### src/rtl/tlul_dev_responder.sv
// TL-UL device-side responder: one outstanding A-channel request bridged to a req/gnt/rvalid backend.
// Optional macro TLUL_DEV_ADDR_RANGE_CHECK_EN rejects byte offsets >= ADDR_LIMIT.
package tlul_pkg;
  localparam logic [2:0] PUT_FULL_DATA    = 3'h0;
  localparam logic [2:0] PUT_PARTIAL_DATA = 3'h1;
  localparam logic [2:0] GET              = 3'h4;
  localparam logic [2:0] ACCESS_ACK       = 3'h0;
  localparam logic [2:0] ACCESS_ACK_DATA  = 3'h1;

  typedef struct packed {
    logic        a_valid;
    logic [2:0]  a_opcode;
    logic [2:0]  a_param;
    logic [1:0]  a_size;
    logic [7:0]  a_source;
    logic [31:0] a_address;
    logic [3:0]  a_mask;
    logic [31:0] a_data;
    logic        d_ready;
  } tl_h2d_t;

  typedef struct packed {
    logic        d_valid;
    logic [2:0]  d_opcode;
    logic [2:0]  d_param;
    logic [1:0]  d_size;
    logic [7:0]  d_source;
    logic        d_sink;
    logic [31:0] d_data;
    logic [3:0]  d_user;
    logic        d_error;
    logic        a_ready;
  } tl_d2h_t;
endpackage

module tlul_dev_responder
  import tlul_pkg::*;
#(
  parameter int unsigned AW             = 32,
  parameter int unsigned TIMEOUT_CYCLES = 64,
  parameter logic [31:0] ADDR_LIMIT     = 32'h0000_1000
) (
  input  logic          clk_i,
  input  logic          rst_ni,
  input  tl_h2d_t       tl_i,
  output tl_d2h_t       tl_o,
  output logic          be_req_o,
  output logic          be_we_o,
  output logic [AW-1:0] be_addr_o,
  output logic [31:0]   be_wdata_o,
  output logic [3:0]    be_be_o,
  input  logic          be_gnt_i,
  input  logic          be_rvalid_i,
  input  logic [31:0]   be_rdata_i,
  input  logic          be_err_i
);

  typedef enum logic [1:0] {
    ST_IDLE,
    ST_REQ,
    ST_WAIT,
    ST_RESP
  } state_e;

  localparam logic [31:0] TO_LAST = 32'(TIMEOUT_CYCLES) - 32'd1;

  state_e state_q, state_d;

  logic [2:0]    op_q;
  logic [1:0]    size_q;
  logic [7:0]    src_q;
  logic          we_q;
  logic [AW-1:0] addr_q;
  logic [31:0]   wdata_q;
  logic [3:0]    mask_q;
  logic [31:0]   rdata_q;
  logic          err_q;
  logic [31:0]   cnt_q;

  logic        accept;
  logic        req_err;
  logic        range_err;
  logic        opcode_ok;
  logic [31:0] cnt_inc;
  logic        timeout;
  logic        capture;
  logic        unused_sig;

  assign unused_sig = ^{tl_i.a_param, tl_i.a_address, ADDR_LIMIT};

  assign accept = tl_i.a_valid && (state_q == ST_IDLE);

`ifdef TLUL_DEV_ADDR_RANGE_CHECK_EN
  assign range_err = (tl_i.a_address >= ADDR_LIMIT);
`else
  assign range_err = 1'b0;
`endif

  assign opcode_ok = (tl_i.a_opcode == GET) || (tl_i.a_opcode == PUT_FULL_DATA) ||
                     (tl_i.a_opcode == PUT_PARTIAL_DATA);

  assign req_err = !opcode_ok
                || (tl_i.a_address[1:0] != 2'b00)
                || (tl_i.a_size > 2'd2)
                || ((tl_i.a_opcode == PUT_FULL_DATA) && (tl_i.a_mask != 4'hF))
                || range_err;

  // Fires on the increment that brings the count to TIMEOUT_CYCLES-1, so the
  // error response appears TIMEOUT_CYCLES cycles after the grant cycle.
  assign cnt_inc = cnt_q + 32'd1;
  assign timeout = (TIMEOUT_CYCLES != 0) && (state_q == ST_WAIT) && !be_rvalid_i &&
                   (cnt_inc >= TO_LAST);

  assign capture = be_rvalid_i &&
                   (((state_q == ST_REQ) && be_gnt_i) || (state_q == ST_WAIT));

  always_ff @(posedge clk_i or negedge rst_ni) begin
    if (!rst_ni) begin
      state_q <= ST_IDLE;
    end else begin
      state_q <= state_d;
    end
  end

  always_comb begin
    state_d = state_q;
    case (state_q)
      ST_IDLE: if (accept) state_d = req_err ? ST_RESP : ST_REQ;
      ST_REQ:  if (be_gnt_i) state_d = be_rvalid_i ? ST_RESP : ST_WAIT;
      ST_WAIT: if (be_rvalid_i || timeout) state_d = ST_RESP;
      ST_RESP: if (tl_i.d_ready) state_d = ST_IDLE;
      default: state_d = ST_IDLE;
    endcase
  end

  always_ff @(posedge clk_i or negedge rst_ni) begin
    if (!rst_ni) begin
      op_q    <= '0;
      size_q  <= '0;
      src_q   <= '0;
      we_q    <= 1'b0;
      addr_q  <= '0;
      wdata_q <= '0;
      mask_q  <= '0;
      rdata_q <= '0;
      err_q   <= 1'b0;
      cnt_q   <= '0;
    end else begin
      if (accept) begin
        op_q    <= tl_i.a_opcode;
        size_q  <= tl_i.a_size;
        src_q   <= tl_i.a_source;
        we_q    <= (tl_i.a_opcode != GET);
        addr_q  <= {tl_i.a_address[AW-1:2], 2'b00};
        wdata_q <= tl_i.a_data;
        mask_q  <= tl_i.a_mask;
        rdata_q <= '0;
        err_q   <= req_err;
      end
      if ((state_q == ST_REQ) && be_gnt_i) begin
        cnt_q <= '0;
      end else if (state_q == ST_WAIT) begin
        cnt_q <= cnt_inc;
      end
      if (capture) begin
        rdata_q <= (op_q == GET) ? be_rdata_i : '0;
        err_q   <= be_err_i;
      end else if (timeout) begin
        rdata_q <= '0;
        err_q   <= 1'b1;
      end
    end
  end

  always_comb begin
    tl_o          = '0;
    tl_o.a_ready  = (state_q == ST_IDLE);
    tl_o.d_valid  = (state_q == ST_RESP);
    tl_o.d_opcode = (op_q == GET) ? ACCESS_ACK_DATA : ACCESS_ACK;
    tl_o.d_size   = size_q;
    tl_o.d_source = src_q;
    tl_o.d_data   = rdata_q;
    tl_o.d_error  = err_q;
    be_req_o      = (state_q == ST_REQ);
    be_we_o       = we_q;
    be_addr_o     = addr_q;
    be_wdata_o    = wdata_q;
    be_be_o       = mask_q;
  end

endmodule

### config.mk
export PLATFORM = sky130hd
export DESIGN_NAME = tlul_dev_responder
export DESIGN_NICKNAME = d
export VERILOG_FILES = /design/src/rtl/tlul_dev_responder.sv
export SDC_FILE = /design/constraint.sdc
export NUM_CORES = 1
export LEC_CHECK = 0
export ABC_AREA = 0
export BUFFER_PORTS_ARGS = -buffer_cell sky130_fd_sc_hd__buf_4
export CORE_UTILIZATION = 25
export CTS_CLUSTER_DIAMETER = 30
export DETAILED_ROUTE_END_ITERATION = 10
export PLACE_DENSITY_LB_ADDON = 0.2
export SYNTH_ARGS = -nofsm -noshare
export SYNTH_HDL_FRONTEND = slang
export SYNTH_SLANG_ARGS = --single-unit
### constraint.sdc
create_clock -name clk_i -period 3.65 [get_ports clk_i]
set_clock_uncertainty 0.2 [all_clocks]
set_input_delay 0 -clock clk_i [delete_from_list [all_inputs] [get_ports clk_i]]
set_output_delay 0 -clock clk_i [all_outputs]
set_load 0.02 [all_outputs]
Yosys cells after proc, flatten, opt, wreduce, memory -nomap -nowiden
Index checks and enable logic that the tools add are counted.
Widths: inputs -> output; s select.
{"block": "op_classes", "n_eq_ne": 12, "n_mux": 17, "magnitude_cmp": 2, "add_sub_neg": 1, "n_reduce_logical": 21}
{"cell": "$mux 32", "n": 6}
{"cell": "$add 32x1->32 const B", "n": 1}
{"cell": "$ge 32x6->1 const B", "n": 1}
{"cell": "$mux 2", "n": 5}
{"cell": "$pmux 2 s4", "n": 1}
{"cell": "$logic_or 1x1->1", "n": 7}
{"cell": "$eq 3x3->1 const B", "n": 2}
{"cell": "$logic_and 1x1->1", "n": 6}
{"cell": "$ne 2x1->1 const B", "n": 3}
{"cell": "$mux 1", "n": 5}
{"cell": "$eq 2x2->1 const B", "n": 2}
{"cell": "$ne 4x4->1 const B", "n": 1}
{"cell": "$reduce_and 4->1", "n": 1}
{"cell": "$reduce_bool 2->1", "n": 2}
{"cell": "$eq 3x1->1 const B", "n": 1}
{"cell": "$logic_not 3->1", "n": 1}
{"cell": "$ne 3x3->1 const B", "n": 1}
{"cell": "$reduce_bool 3->1", "n": 1}
{"cell": "$eq 2x1->1 const B", "n": 1}
{"cell": "$gt 2x2->1 const B", "n": 1}
{"cell": "$logic_not 1->1", "n": 2}
{"cell": "$logic_not 2->1", "n": 1}
{"cell": "$ne 2x2->1 const B", "n": 1}
{"block": "totals", "elab_cells": 64, "input_bits": 123, "out_inout_bits": 126, "register_bits": 147}

Logic depth before layout (Yosys ltp)
{"block": "logic_depth", "ltp_word": 10, "ltp_mapped": 11, "ltp_nobuf": 9}

Worst setup path after synthesis
OpenSTA, ideal clock, no wires.
{"block": "synth_path", "path_type": "flip-flop to flip-flop", "start": "reg cnt_q[11]", "end": "reg err_q", "path_stages_with_launch": 11, "slack_ns": 0.719, "arrival_ns": 2.646, "n_path_buf": 2, "required_time_ns": 3.364, "synth_period_minus_slack_ns": 2.931, "setup_ns": 0.086, "path_cell_list": "dfrtp_1 -> buf_2 -> nand4_2 -> nor4_4 -> mux2_1 -> o32a_1 -> nor4_2 -> nand2_1 -> o32a_4 -> buf_6 -> o221ai_2"}
{"block": "synth_via", "elab_chain_len": 5, "word_cells_on_any_way": 6, "classes_between": "1 x add/sub; 1 x order compare; 2 x mux; 2 x reduce/logical"}
{"item": "start, declared", "line": "78", "rtl": "logic [31:0] cnt_q;"}
{"item": "start signal, assigned", "line": "163", "rtl": "cnt_q <= cnt_inc;"}
{"item": "$add 32x1->32 *", "line": "110", "rtl": "assign cnt_inc = cnt_q + 32'd1;"}
{"item": "$ge 32x6->1 *", "line": "112", "rtl": "(cnt_inc >= TO_LAST);"}
{"item": "$logic_and 1x1->1 *", "line": "111", "rtl": "assign timeout = (TIMEOUT_CYCLES != 0) && (state_q == ST_WAIT) && !be_rvalid_i &&"}
{"item": "$mux 1", "line": "168", "rtl": "end else if (timeout) begin"}
{"item": "$mux 1", "line": "165", "rtl": "if (capture) begin"}
{"item": "end signal, assigned", "line": "158", "rtl": "err_q <= req_err;"}
{"item": "end signal, assigned", "line": "167", "rtl": "err_q <= be_err_i;"}
{"item": "end, declared", "line": "77", "rtl": "logic err_q;"}
Mark *: on every way between the ends. The rest lies on a longest branch, timed or not.
A chain may end at the register's enable or synchronous reset.

Final worst setup path
{"block": "layout_path", "start": "reg cnt_q[9]", "end": "reg state_q[1]"}
{"block": "layout_via", "elab_chain_len": 6}
{"item": "$add 32x1->32", "line": "110"}
{"item": "$ge 32x6->1", "line": "112"}
{"item": "$logic_and 1x1->1", "line": "111"}
{"item": "$logic_or 1x1->1", "line": "130", "rtl": "ST_WAIT: if (be_rvalid_i || timeout) state_d = ST_RESP;"}
{"item": "$ne 2x1->1 (no source line)"}
{"item": "$reduce_and 4->1 (no source line)"}
{"item": "end signal, assigned", "line": "121", "rtl": "state_q <= state_d;"}
{"item": "end, declared", "line": "67", "rtl": "state_e state_q, state_d;"}
No other way between the ends.

==> qor.csv <==
metric;value;unit
yosys_warnings;0;
place.gp.congestion;0.793;
io_buffers;233;
fp.dieArea;29200;um^2
cpMaxStageDelayCell;dlygate4sd3_1;
numCtsBuffers;17;
rr_endpoint;state_q[1];
ys_seq_area_share;51.6;%
power.leakage;5.08;nW
drive_gt1_share;40.5;%
start_kind;register;
rows;61;
grt_first_pass_wirelength;32700;um
worstPathRequired;3.81;ns
grt_overflow;0;
maxSlewHeadroom;33.6;%
antenna_found_initial;0;
hold_violations;0;
min_period;3.47;ns
start_util;25.5;%
drtIter0Drc;301;
total_power;0.00753;W
crit_end;state_q[1];
hpwl;14600;um
setup_viol;0;
clkTransAtPathRegs;0.07;ns
ys_async_sr_fraction;100;%
viasPerCell;4.43;
rsz0062_at_grt;false;
critPathKind;reg2reg;
netlist_area;7120;um^2
netlist_instances;649;
status;finished clean;
startpoint;cnt_q[9];
grt_max_degree;91;
cts.sinks;147;
ys_top_cells_by_area;dfrtp_1, mux2_2, nand2_1, o21ai_2, xor2_1;
yosysTopAreaCell;dfrtp_1;
whs;0.00451;ns
r2r-start;cnt_q[9];
grt_use_total;14.4;%
pre_cts_slack;0.334;ns
syn2layout_area_growth;54.8;%
root_buffer;clkbuf_16;
finalMaxSlewViolations;0;
die_x;171;um
powerDensity;683;nW/um^2
drc;0;
critPathCaptureType;register;
ys_types;58;
finalNonFillerCells;1386;
layout_setup_ws;0.177;ns
postSynthAreaPerCell;11.0;um^2
ant_nets;0;
numPlacedInstances;1235;
vias;6135;
ios;249;
setup_tns;0;ns
diodes;0;
synth_edf_count;0;
crit_chain;nand3_2, nor4_4, mux2_1, o32a_1, nor4_2, nand4b_1, o21ai_1, o2bb2ai_1, dlygate4sd3_1;
synth-main-ff-cell;dfrtp_1;
netlist_top_cells_count;dfrtp_1, nand2_1, mux2_2, nor2_1, o21ai_2;
hold_path_class;in2async;
cpPeakStageDelay;0.55;ns
ir_drop;0.299;mV
fmax;288;MHz
rrSetupSlack;0.18;ns
tightest_slew;0.971;ns
clk_latency;0.42;ns
fin_crit_sh;95.1;%
critPathMaxFanout;9;
ys_ff_latch;147;
cts_tree;yes;
routedWlPerCell;15.1;um
cap_violations;0;
nNetsFinal;1124;
worstRegToRegCells;9;
core;27900;um^2
yosys.area.top_type_share;51.6;%
clockBufferDepth;2;
arrival;3.63;ns
firstDrtPassIters;4;
synth_most_common_cell;dfrtp_1;
cts_max_level;4;
die_height;171;um
finalWirelength;21000;um
grt_pass1_vias;6111;
placed cells by master, fill, tap and decap left out, drive strengths merged, types with 3 or more instances in the layout:
master	count
and4	7
nor3	12
conb	12
dlygate4sd3	119
or3	11
xor2	20
xnor2	11
nor2	38
inv	20
clkinv	3
mux2	80
and2	4
clkbuf	17
nand2	88
nor4	4
o21ai	49
buf	250
a21oi	14
a31o	3
nand4b	4
ha	6
nand4	24
and3	11
nand3	20
dfrtp	147
final cells by class:
| cell class | count | area, um^2 |
|---|---|---|
| well taps | 378 | 473 |
| clock buffers | 17 | 425 |
| inverters | 10 | 37.5 |
| multi-input cells | 450 | 3190 |
| clock inverters | 15 | 136 |
| repair buffers | 369 | 3080 |
| fillers | 2764 | 16900 |
| flip-flops and latches | 147 | 3680 |
logic make-up after synthesis:
group | count (synthesis) | synth area share (%)
flops | 147 | 51.6
xor+xnor | 31 | 3.81
fa+ha+maj | 6 | 1.05
compound gates | 87 | 9.15
simple gates | 232 | 16.8
other cells | 1 | 0.0526
buf+inv | 63 | 4.58
mux | 82 | 12.9
registers in the layout, summed over array words and instances, names as in the netlist, 2 cells and up:
signal and cells:
op_q 3, be_wdata_o 32, size_q 2, src_q 8, state_q 2, cnt_q 32
be_addr_o 30, be_be_o 4, rdata_q 32
through the flow:
stage / util, % / area [um^2]
after detailed placement: 33.1 / 9260
after global placement: 33.1 / 9260
after global routing: 39.5 / 11000
after floorplan: - / 7160
after CTS: 39.4 / 11000
final: 39.5 / 11000
critical path: cells and delay by family (launching register included):
| family | cells | cell delay, ns |
|---|---|---|
| buffers and inverters | 1 | 0.55 |
| AOI/OAI and AO/OA | 3 | 0.72 |
| and+or+nand+nor | 4 | 1.07 |
| DFF | 1 | 0.51 |
| muxes | 1 | 0.36 |
routing by layer:
metal | GRT usage [%] | part of all wire [%] | up-vias
met2 | 24.8 | 50 | 151
met5 | 0 | 0 | -
met1 | 18.0 | 43 | 3005
met4 | 4.11 | 1.3 | 0
li1 | - | - | 2963
met3 | 3.08 | 5.7 | 16
what timing repair did:
action,CTS,global route
endpoints found under the setup margin,0,6
hold buffers,119,0
setup buffers,0,0
gates resized for setup,0,4
hold endpoints to repair,203,0
power breakdown:
part	switching, W	total [W]	leakage [nW]	internal, W
Combinational	0.00172	0.00328	2.94	0.00155
Sequential	0.000326	0.00255	1.87	0.00223
Clock	0.000802	0.00170	0.274	0.000903
worst min path at each step:
stage	startpoint	end	slack, ns
final	rst_ni	src_q[2]	0.005
after global routing	be_gnt_i	state_q[0]	0.07
after CTS	be_gnt_i	state_q[0]	0.007
after detailed placement	rst_ni	src_q[2]	-0.05
after global placement	rst_ni	src_q[2]	-0.05
after floorplan	rst_ni	be_addr_o[10]	-0.50
No activity file was read; power rests on OpenSTA's default activity.
